===== src/rtl/apb_timer_pkg.sv =====
// Register offsets and CTRL bit positions shared by the APB timer slave.
package apb_timer_pkg;

    localparam logic [7:0] OFS_CTRL     = 8'h00;
    localparam logic [7:0] OFS_LOAD     = 8'h04;
    localparam logic [7:0] OFS_VALUE    = 8'h08;
    localparam logic [7:0] OFS_STATUS   = 8'h0C;
    localparam logic [7:0] OFS_SCRATCH  = 8'h10;
    localparam logic [7:0] OFS_PRESCALE = 8'h14;

    localparam int CTRL_EN     = 0;
    localparam int CTRL_RELOAD = 1;
    localparam int CTRL_IE     = 2;

endpackage


===== src/rtl/apb_timer_counter.sv =====
// Prescaler, tick generation and VALUE down-counter with expiry detection.
// A prescale of 0 gives one tick per enabled cycle.
module apb_timer_counter (
    input  logic        clk,
    input  logic        rst_n,
    input  logic        en,
    input  logic        reload,
    input  logic [31:0] load,
    input  logic        load_wr,
    input  logic [31:0] load_wdata,
    input  logic [7:0]  prescale,
    input  logic        prescale_wr,
    output logic [31:0] value,
    output logic        expire,
    output logic        en_clr
);

    logic [7:0] pcnt;
    logic       tick;

    assign tick   = en && (pcnt == prescale);
    assign expire = tick && (value == 32'd0);
    assign en_clr = expire && !reload;

    always_ff @(posedge clk or negedge rst_n) begin
        if (!rst_n) begin
            pcnt <= 8'd0;
        end else if (!en || prescale_wr || tick) begin
            pcnt <= 8'd0;
        end else begin
            pcnt <= pcnt + 8'd1;
        end
    end

    // A LOAD write overrides whatever the tick would have done this edge.
    always_ff @(posedge clk or negedge rst_n) begin
        if (!rst_n) begin
            value <= 32'd0;
        end else if (load_wr) begin
            value <= load_wdata;
        end else if (tick) begin
            if (value != 32'd0) begin
                value <= value - 32'd1;
            end else if (reload) begin
                value <= load;
            end
        end
    end

endmodule


===== src/rtl/apb_timer_slave.sv =====
// APB2 timer slave: decode, register bank, read mux and interrupt.
// Define APB_TIMER_PRESCALE_EN to add the PRESCALE register at 0x14.
module apb_timer_slave
    import apb_timer_pkg::*;
#(
    parameter int SEL_IDX = 0
) (
    input  logic        Hclk,
    input  logic        Hresetn,
    input  logic [2:0]  Pselx,
    input  logic        Penable,
    input  logic        Pwrite,
    input  logic [31:0] Paddr,
    input  logic [31:0] Pwdata,
    output logic [31:0] Prdata,
    output logic        Irq
);

    // Zero-wait-state APB: a write completes on the edge where sel and Penable
    // are both high; reads are driven combinationally in setup and access phases.
    logic       sel;
    logic       wr;
    logic [7:0] ofs;

    assign sel = Pselx[SEL_IDX];
    assign wr  = sel && Penable && Pwrite;
    assign ofs = {Paddr[7:2], 2'b00};

    logic unused_bits;
    assign unused_bits = ^{Paddr[31:8], Paddr[1:0], Pselx};

    logic        ctrl_en;
    logic        ctrl_reload;
    logic        ctrl_ie;
    logic [31:0] load_reg;
    logic        pend;
    logic [31:0] scratch;
    logic [31:0] value;
    logic        expire;
    logic        en_clr;
    logic [7:0]  prescale;
    logic        prescale_wr;

`ifdef APB_TIMER_PRESCALE_EN
    assign prescale_wr = wr && (ofs == OFS_PRESCALE);

    always_ff @(posedge Hclk or negedge Hresetn) begin
        if (!Hresetn) begin
            prescale <= 8'd0;
        end else if (prescale_wr) begin
            prescale <= Pwdata[7:0];
        end
    end
`else
    assign prescale_wr = 1'b0;
    assign prescale    = 8'd0;
`endif

    apb_timer_counter u_counter (
        .clk         (Hclk),
        .rst_n       (Hresetn),
        .en          (ctrl_en),
        .reload      (ctrl_reload),
        .load        (load_reg),
        .load_wr     (wr && (ofs == OFS_LOAD)),
        .load_wdata  (Pwdata),
        .prescale    (prescale),
        .prescale_wr (prescale_wr),
        .value       (value),
        .expire      (expire),
        .en_clr      (en_clr)
    );

    // Written CTRL.en beats a one-shot clear; expiry beats a W1C of pend.
    always_ff @(posedge Hclk or negedge Hresetn) begin
        if (!Hresetn) begin
            ctrl_en     <= 1'b0;
            ctrl_reload <= 1'b0;
            ctrl_ie     <= 1'b0;
            load_reg    <= 32'd0;
            pend        <= 1'b0;
            scratch     <= 32'd0;
        end else begin
            if (wr && (ofs == OFS_CTRL)) begin
                ctrl_en     <= Pwdata[CTRL_EN];
                ctrl_reload <= Pwdata[CTRL_RELOAD];
                ctrl_ie     <= Pwdata[CTRL_IE];
            end else if (en_clr) begin
                ctrl_en <= 1'b0;
            end
            if (wr && (ofs == OFS_LOAD)) begin
                load_reg <= Pwdata;
            end
            if (expire) begin
                pend <= 1'b1;
            end else if (wr && (ofs == OFS_STATUS) && Pwdata[0]) begin
                pend <= 1'b0;
            end
            if (wr && (ofs == OFS_SCRATCH)) begin
                scratch <= Pwdata;
            end
        end
    end

    always_comb begin
        Prdata = 32'd0;
        if (sel && !Pwrite) begin
            case (ofs)
                OFS_CTRL: begin
                    Prdata[CTRL_EN]     = ctrl_en;
                    Prdata[CTRL_RELOAD] = ctrl_reload;
                    Prdata[CTRL_IE]     = ctrl_ie;
                end
                OFS_LOAD:     Prdata = load_reg;
                OFS_VALUE:    Prdata = value;
                OFS_STATUS:   Prdata[0] = pend;
                OFS_SCRATCH:  Prdata = scratch;
`ifdef APB_TIMER_PRESCALE_EN
                OFS_PRESCALE: Prdata[7:0] = prescale;
`endif
                default:      Prdata = 32'd0;
            endcase
        end
    end

    assign Irq = pend && ctrl_ie;

endmodule


===== config.mk =====
export PLATFORM = sky130hd
export DESIGN_NAME = apb_timer_slave
export DESIGN_NICKNAME = d
export VERILOG_FILES = /design/src/rtl/apb_timer_pkg.sv /design/src/rtl/apb_timer_counter.sv /design/src/rtl/apb_timer_slave.sv
export SDC_FILE = /design/constraint.sdc
export NUM_CORES = 1
export LEC_CHECK = 0
export CAP_MARGIN = 40
export CELL_PAD_IN_SITES_DETAIL_PLACEMENT = 1
export CELL_PAD_IN_SITES_GLOBAL_PLACEMENT = 2
export CORE_ASPECT_RATIO = 1.4
export CORE_MARGIN = 4
export CORE_UTILIZATION = 29
export CTS_CLUSTER_SIZE = 25
export DETAILED_ROUTE_END_ITERATION = 10
export PLACE_DENSITY = 0.75
export SLEW_MARGIN = 10
export SYNTH_ARGS = -nofsm -noshare
export SYNTH_HDL_FRONTEND = slang
export SYNTH_SLANG_ARGS = --single-unit

===== constraint.sdc =====
create_clock -name Hclk -period 2.9 [get_ports Hclk]
set_clock_uncertainty 0.05 [all_clocks]
set_input_delay 0.29 -clock Hclk [delete_from_list [all_inputs] [get_ports Hclk]]
set_output_delay 0.29 -clock Hclk [all_outputs]
set_load 0.02 [all_outputs]

==> impl_metrics.yaml <==
final_layout:
  fin_util_pct: 38.7
  mostFrequentLayoutCells: "nand2_1 (129), dfrtp_1 (107), nor2_1 (68), buf_4 (65), clkdlybuf4s50_1 (42)"
  final_common_cell: "nand2_1"
  num-nets-final: 824
  drive_gt1_share_pct: 22.3
  area_growth_syn_to_layout_pct: 31.2
  n_antenna_cell: 0
synthesis:
  synth.distinct_cells: 58
  ys_seq_area_share_pct: 46.0
  yosys-top-cells-area: "dfrtp_1 (46%), nand2_1 (8.2%), mux2_2 (6.5%)"
  yosys_most_used_dff: "dfrtp_1"
  synthCells: 633
  synth_area_leader_cell: "dfrtp_1"
  ys_warn_count: 0
  avgSynthCellArea_um2: 9.27
  ys_ff_latch: 108
  synth_edf_count: 0
  async_flop_share_pct: 100
  synth_top_area_share_pct: 46.0
  synth_area_mm2: 0.00587
  synth_fp_nets: 708
job:
  maxCapViolCount: 0
cts:
  clkTransAtPathRegs_ns: 0.07
  cts_tree: "yes"
  cts_root_buffer: "clkbuf_16"
  clk_latency_ns: 0.36
  cts_max_path_buffers: 2
  htreeDepth: 3
  cts_buffers: 9
  cts_sinks: 108
setup_path:
  cp_max_fo: 16
  critPathSlowestCell: "or4_1"
  max_stage_delay_ns: 0.62
  required_ns: 2.56
  critPathTopFamily: "buffers and inverters"
  crit_path_end_kind: "output port"
  critPathKind: "input port to output port"
  cp-start-kind: "input port"
  cp_cell_sequence: "clkdlybuf4s50_1 -> or4_1 -> nor3b_2 -> buf_4 -> o31ai_4 -> buf_12 -> nor2_1 -> clkdlybuf4s15_1"
  worst-path-buf-inv: 4
  cp.arrival_ns: 2.50
die:
  io_pins: 104
  die_h_um: 176
  die_w_um: 128
  start_util_pct: 29.5
  die_area_mm2: 0.0226
  core_mm2: 0.0199
  rows: 61
power:
  seqPwrFrac_pct: 43.1
  p_sw_share_pct: 31.4
  power_density_mw_per_mm2: 571
  switchingPower_w: 0.00138
  p_clk_share_pct: 30.4
  peakVddDrop_uv: 303
  power_leakage_nw: 3.43
  power_frac_comb_pct: 26.5
  p_int_w: 0.00302
sta:
  setup_viol: 0
  slew_violations: 0
  fmax_mhz: 353
  setup_tns_ns: 0
  min_period_over_period_pct: 97.8
  finalHoldViolCount: 0
  worstMarginPinSlew_ns: 0.808
  finalCriticalPeriod_ns: 2.84
  whs_ns: 0.462
  maxSlewHeadroom_pct: 46.1
placement:
  post-dp-hpwl_um: 14900
  io_buffers: 75
  gp_congestion: 0.885
global_routing:
  grt_max_degree: 58
  antenna_found_initial: 0
  grt-ovfl-total: 0
  grt_pass1_wl_um: 33300
  grt_pass1_vias: 6175
  track_usage_pct: 18.7
drt:
  drtIter0Drc: 402
  vias: 5508
  postRouteAntennaNets: 0
  route.detailed.drc: 0
  wl_per_cell_um: 20.5
  drtPass1Iterations: 7
  via_per_inst: 5.48
  routed_wl_um: 20600
status:
  status: "finished clean"
worst_hold_path:
  min_path_type: "flop to flop"
==> layer usage <==
metal | GRT usage [%] | vias to the layer above | wire (um)
met1 | 22.2 | 2794 | 8600
met3 | 3.30 | 33 | 707
met2 | 32.9 | 127 | 10700
met5 | 0 | - | 0
met4 | 7.92 | 0 | 570
li1 | - | 2554 | -
==> kinds of logic (layout without fill, tap and decap cells) <==
group	Yosys count	count (layout)	synth area share, %
flops	108	108	46.0
fa+ha+maj	4	4	0.853
compound gates	120	120	16.1
xor+xnor	23	23	3.43
simple gates	287	287	22.3
mux	39	39	7.59
buf+inv	52	172	3.69
==> Yosys cell counts, drive strengths merged (2+ instances only) <==
| master | n |
|---|---|
| nand2 | 129 |
| dfrtp | 108 |
| nor2 | 69 |
| clkbuf | 34 |
| mux2 | 34 |
| a222oi | 30 |
| nand3 | 23 |
| nor4 | 15 |
| o21ai | 15 |
| xor2 | 13 |
| buf | 12 |
| o211ai | 12 |
| a31oi | 11 |
| nor3 | 10 |
| xnor2 | 10 |
| a21oi | 8 |
| o31ai | 7 |
| or3 | 7 |
| inv | 6 |
| nand4 | 6 |
| or4 | 6 |
| a221o | 5 |
| and3 | 5 |
| a211o | 4 |
| ha | 4 |
| mux2i | 4 |
| or2 | 4 |
| a211oi | 3 |
| a21boi | 3 |
| a221oi | 3 |
| nor2b | 3 |
| o311a | 3 |
| o311ai | 3 |
| a21o | 2 |
| a22oi | 2 |
| and2 | 2 |
| o221ai | 2 |
| o22ai | 2 |
| or4b | 2 |
==> through the flow <==
step                      power, W  worst slack [ns]  instance area, um^2  std cells
after floorplan            0.00252            0.0952                 5880        633
after global placement     0.00301            -0.293                 7440        987
after detailed placement   0.00306            -0.310                 7440        987
after CTS                  0.00441           0.00816                 7740       1005
after global routing       0.00465          -0.00709                 7700       1005
final                      0.00440            0.0649                 7700       1005
==> layout make-up <==
cell class              instances  area [um^2]
repair buffers                151         1330
flip-flops and latches        108         2700
inverters                       6         22.5
well taps                     252          315
multi-input cells             473         3020
clock inverters                 5         77.6
fillers                      2294        12200
clock buffers                  10          229
==> power groups by stage <==
stage | Sequential [W] | Clock (W) | Combinational (W)
after floorplan | 0.00187 | 0 | 0.000652
after global placement | 0.00190 | 0 | 0.00111
after detailed placement | 0.00191 | 0 | 0.00115
after CTS | 0.00189 | 0.00137 | 0.00115
after global routing | 0.00193 | 0.00142 | 0.00130
final | 0.00190 | 0.00134 | 0.00117
==> worst register-to-register path, stage by stage, from the launching register on <==
cell and delay, ns:
dfrtp_1 0.39, or4_4 0.55, or4_4 0.43, or3_4 0.43
buf_4 0.19, nand2_1 0.19, nor2_1 0.10, a221o_2 0.39
==> final timing paths <==
| check | end | depth (start not counted) | slack [ns] | startpoint |
|---|---|---|---|---|
| setup / recovery | Prdata[8] | 8 | 0.06 | Paddr[5] |
| hold / removal | scratch[26]$_DFFE_PN0P_ | 1 | 0.46 | scratch[26]$_DFFE_PN0P_ |
| max in group asynchronous | load_reg[30]$_DFFE_PN0P_ | 3 | 1.56 | Hresetn |
| min in group asynchronous | load_reg[17]$_DFFE_PN0P_ | 2 | 0.51 | Hresetn |
| hold reg to reg | scratch[26]$_DFFE_PN0P_ | 1 | 0.46 | scratch[26]$_DFFE_PN0P_ |
| setup reg to reg | u_counter.value[26]$_DFFE_PN0P_ | 7 | 0.06 | u_counter.value[18]$_DFFE_PN0P_ |
==> what timing repair did <==
item                                    4_1_cts  5_1_grt
endpoints found under the setup margin       35       37
hold buffers                                  1        0
buffers inserted                              2        0
gates cloned                                  0        0
hold endpoints to repair                     26        0
pin swaps                                     1        0
gates resized for setup                      36       59
Note: power is estimated with default switching activity, not from simulation.
==> RTL edit: new RTL, same flow settings <==
Build with the macro `APB_TIMER_PRESCALE_EN` defined.
--- a/src/rtl/apb_timer_slave.sv
+++ b/src/rtl/apb_timer_slave.sv
@@ -2,2 +2,4 @@
 // Define APB_TIMER_PRESCALE_EN to add the PRESCALE register at 0x14.
+`define APB_TIMER_PRESCALE_EN
+
 module apb_timer_slave
Behaviour: not the same (Yosys sat finds a counterexample within 4 cycles, from zero or initial values and one cycle with Hresetn low).
==> RTL edit against the original RTL <==
Synthesized cell count up 14%; largest cell class unchanged; largest power group is now clock; worst setup slack better by 13 ps; sequential cell count up 8; wire length up 19%; final area up 14%; sequential power up 6%; area after synthesis up 11%; hold slack worse by 78 ps; total power up 29%; die area up 11%; critical endpoint is now u_counter.value[27]$_DFFE_PN0P_.
==> RTL edit: results (changes against the original RTL) <==
| Metric | Value |
|---|---|
| Status | finished clean |
| Register share of the cell area | 33.12% (-2.0 points) |
| NumNets Final | 922 (+12%) |
| Area of the multi-input gates | 0.003390 sq mm (+12%) |
| Clkbuf count | 23 (+13) |
| CTS buffer count | 17 (+8) |
| Ant diodes | 0 (unchanged) |
| Most frequent cells after synthesis | nand2_1, dfrtp_1, nor2_1 |
| H-tree lvl count | 4 (+1) |
| Hold-fix buffers, CTS | 1 (unchanged) |
| Clock Latency Late Sink | 420 ps (+60 ps) |
| Signal buf overhead | 16.37% (-0.91 points) |
| Syn nets | 796 (+12%) |
| Repair and plain buffers | 159 (+5.3%) |
| Crit Path Max Fanout | 12 (-4) |
| Share of cells above drive strength 1 | 21.95% (-0.36 points) |
| Leak | 3.794 nW (+11%) |
| Via count | 6,371 (+16%) |
| Critical Path AT | 3080 ps (+580 ps) |
| Cell-internal power | 3.831 mW (+27%) |
| Initial drt markers | 496 (+23%) |
| Fillers | 2,545 (+11%) |
| VDD IR max | 0.4645 mV (+53%) |
| Clock-cell share of area | 7.166% (+3.2 points) |
| Depth of the worst register-to-register path | 9 (+2) |
| Max-slew headroom | 46.29% (+0.17 points) |
| Met2 WL | 12,940 microns (+21%) |
| First-pass DRT Iterations | 8 (+1) |
| Cell family with most CP delay | simple AND/OR/NAND/NOR gates |
| FF-to-FF End | u_counter.value[27]$_DFFE_PN0P_ |
| Drt wl/cell | 21.08 microns (+2.9%) |
| R2r setup slk | 80 ps |
| WL met1 | 9879 microns (+15%) |
| Wire length on met3 | 986 microns (+39%) |
| Post-CTS Setup Inserts | 0 (-2) |
| #MultiIn Comb | 544 (+15%) |
| First-pass GRT wire length | 39,240 microns (+18%) |
| Pin count of the biggest net entering global routing | 70 (+21%) |
| Yosys cell types | 61 (+5.2%) |
| Synth top area cells | dfrtp_1, mux2_2, nand2_1 |
| Crit Path Class | flop to flop |
| Reg2Reg Launch Point | u_counter.value[22]$_DFFE_PN0P_ |
| Worst hold path class | primary input to async pin |
| GP Congestion | 0.8678 (-2.0%) |
| Critical path's largest stage delay | 510 ps (-110 ps) |
| Post-synth ARST share | 100.0% (unchanged) |
| Sink Count | 116 (+7.4%) |
| Vias in the first global route | 7,176 (+16%) |
| Gr usage total | 19.93% (+1.2 points) |
| Logic inverters | 10 (+4) |
| DP HPWL | 17,520 microns (+18%) |
| Sequential fraction of the synthesis area | 44.49% (-1.5 points) |
| Resize count post-CTS | 33 (-8.3%) |
| Slowest stage cell, crit path | or4_4 |
[RTL edit: cell types whose count changed after synthesis, sizes merged, moves of 5 or more]
cell,before,now
or3,7,13
and2,2,12
nor3,10,17
xor2,13,7
a22oi,2,11
o211ai,12,4
mux2,34,41
nand2,129,122
dfrtp,108,116
a21oi,8,28
a221o,5,0
o21ai,15,40
[RTL edit: stage by stage]
| stage | hold WS [ps] | cell area [sq um] | setup slack (ps) | setup TNS (ps) | std cells |
|---|---|---|---|---|---|
| CTS | 385.8 | 8772 | 7.059 | 0 | 1152 |
| global route | 429.1 | 8765 | -22.16 | -22.16 | 1158 |
| floorplan | -55.59 | 6530 | 155.1 | 0 | 722 |
| finish | 384.1 | 8765 | 77.50 | 0 | 1158 |
| global placement | 269.6 | 8165 | -204.2 | -5255 | 1119 |
| detailed placement | 278.2 | 8169 | -224.2 | -5732 | 1119 |
[RTL edit: kinds of logic (layout without fill, tap and decap cells)]
logic type                 Yosys count  count (layout)  share of synthesized area (%)
AOI/OAI and AO/OA                  170             170                          18.43
adders and majority gates            3               3                         0.5753
buffers and inverters               62             201                          4.219
xor gates and xnor gates            20              20                          2.685
and+or+nand+nor                    307             307                          22.07
muxes                               44              44                          7.536
DFF                                116             116                          44.49
[RTL edit: per-layer routing]
metal / vias to the layer above / GRT usage (%)
met5: - / 0
met4: 0 / 7.213
met3: 47 / 3.759
met2: 178 / 36.83
met1: 3241 / 22.79
li1: 2905 / -
[RTL edit: power by group through the flow]
stage | Combinational [mW] | Clock, mW | Sequential [mW]
after floorplan | 0.770 | 0 | 1.95
after global placement | 1.27 | 0 | 2.03
after detailed placement | 1.32 | 0 | 2.04
after CTS | 1.33 | 2.32 | 2.02
after global routing | 1.48 | 2.38 | 2.04
final | 1.35 | 2.28 | 2.02
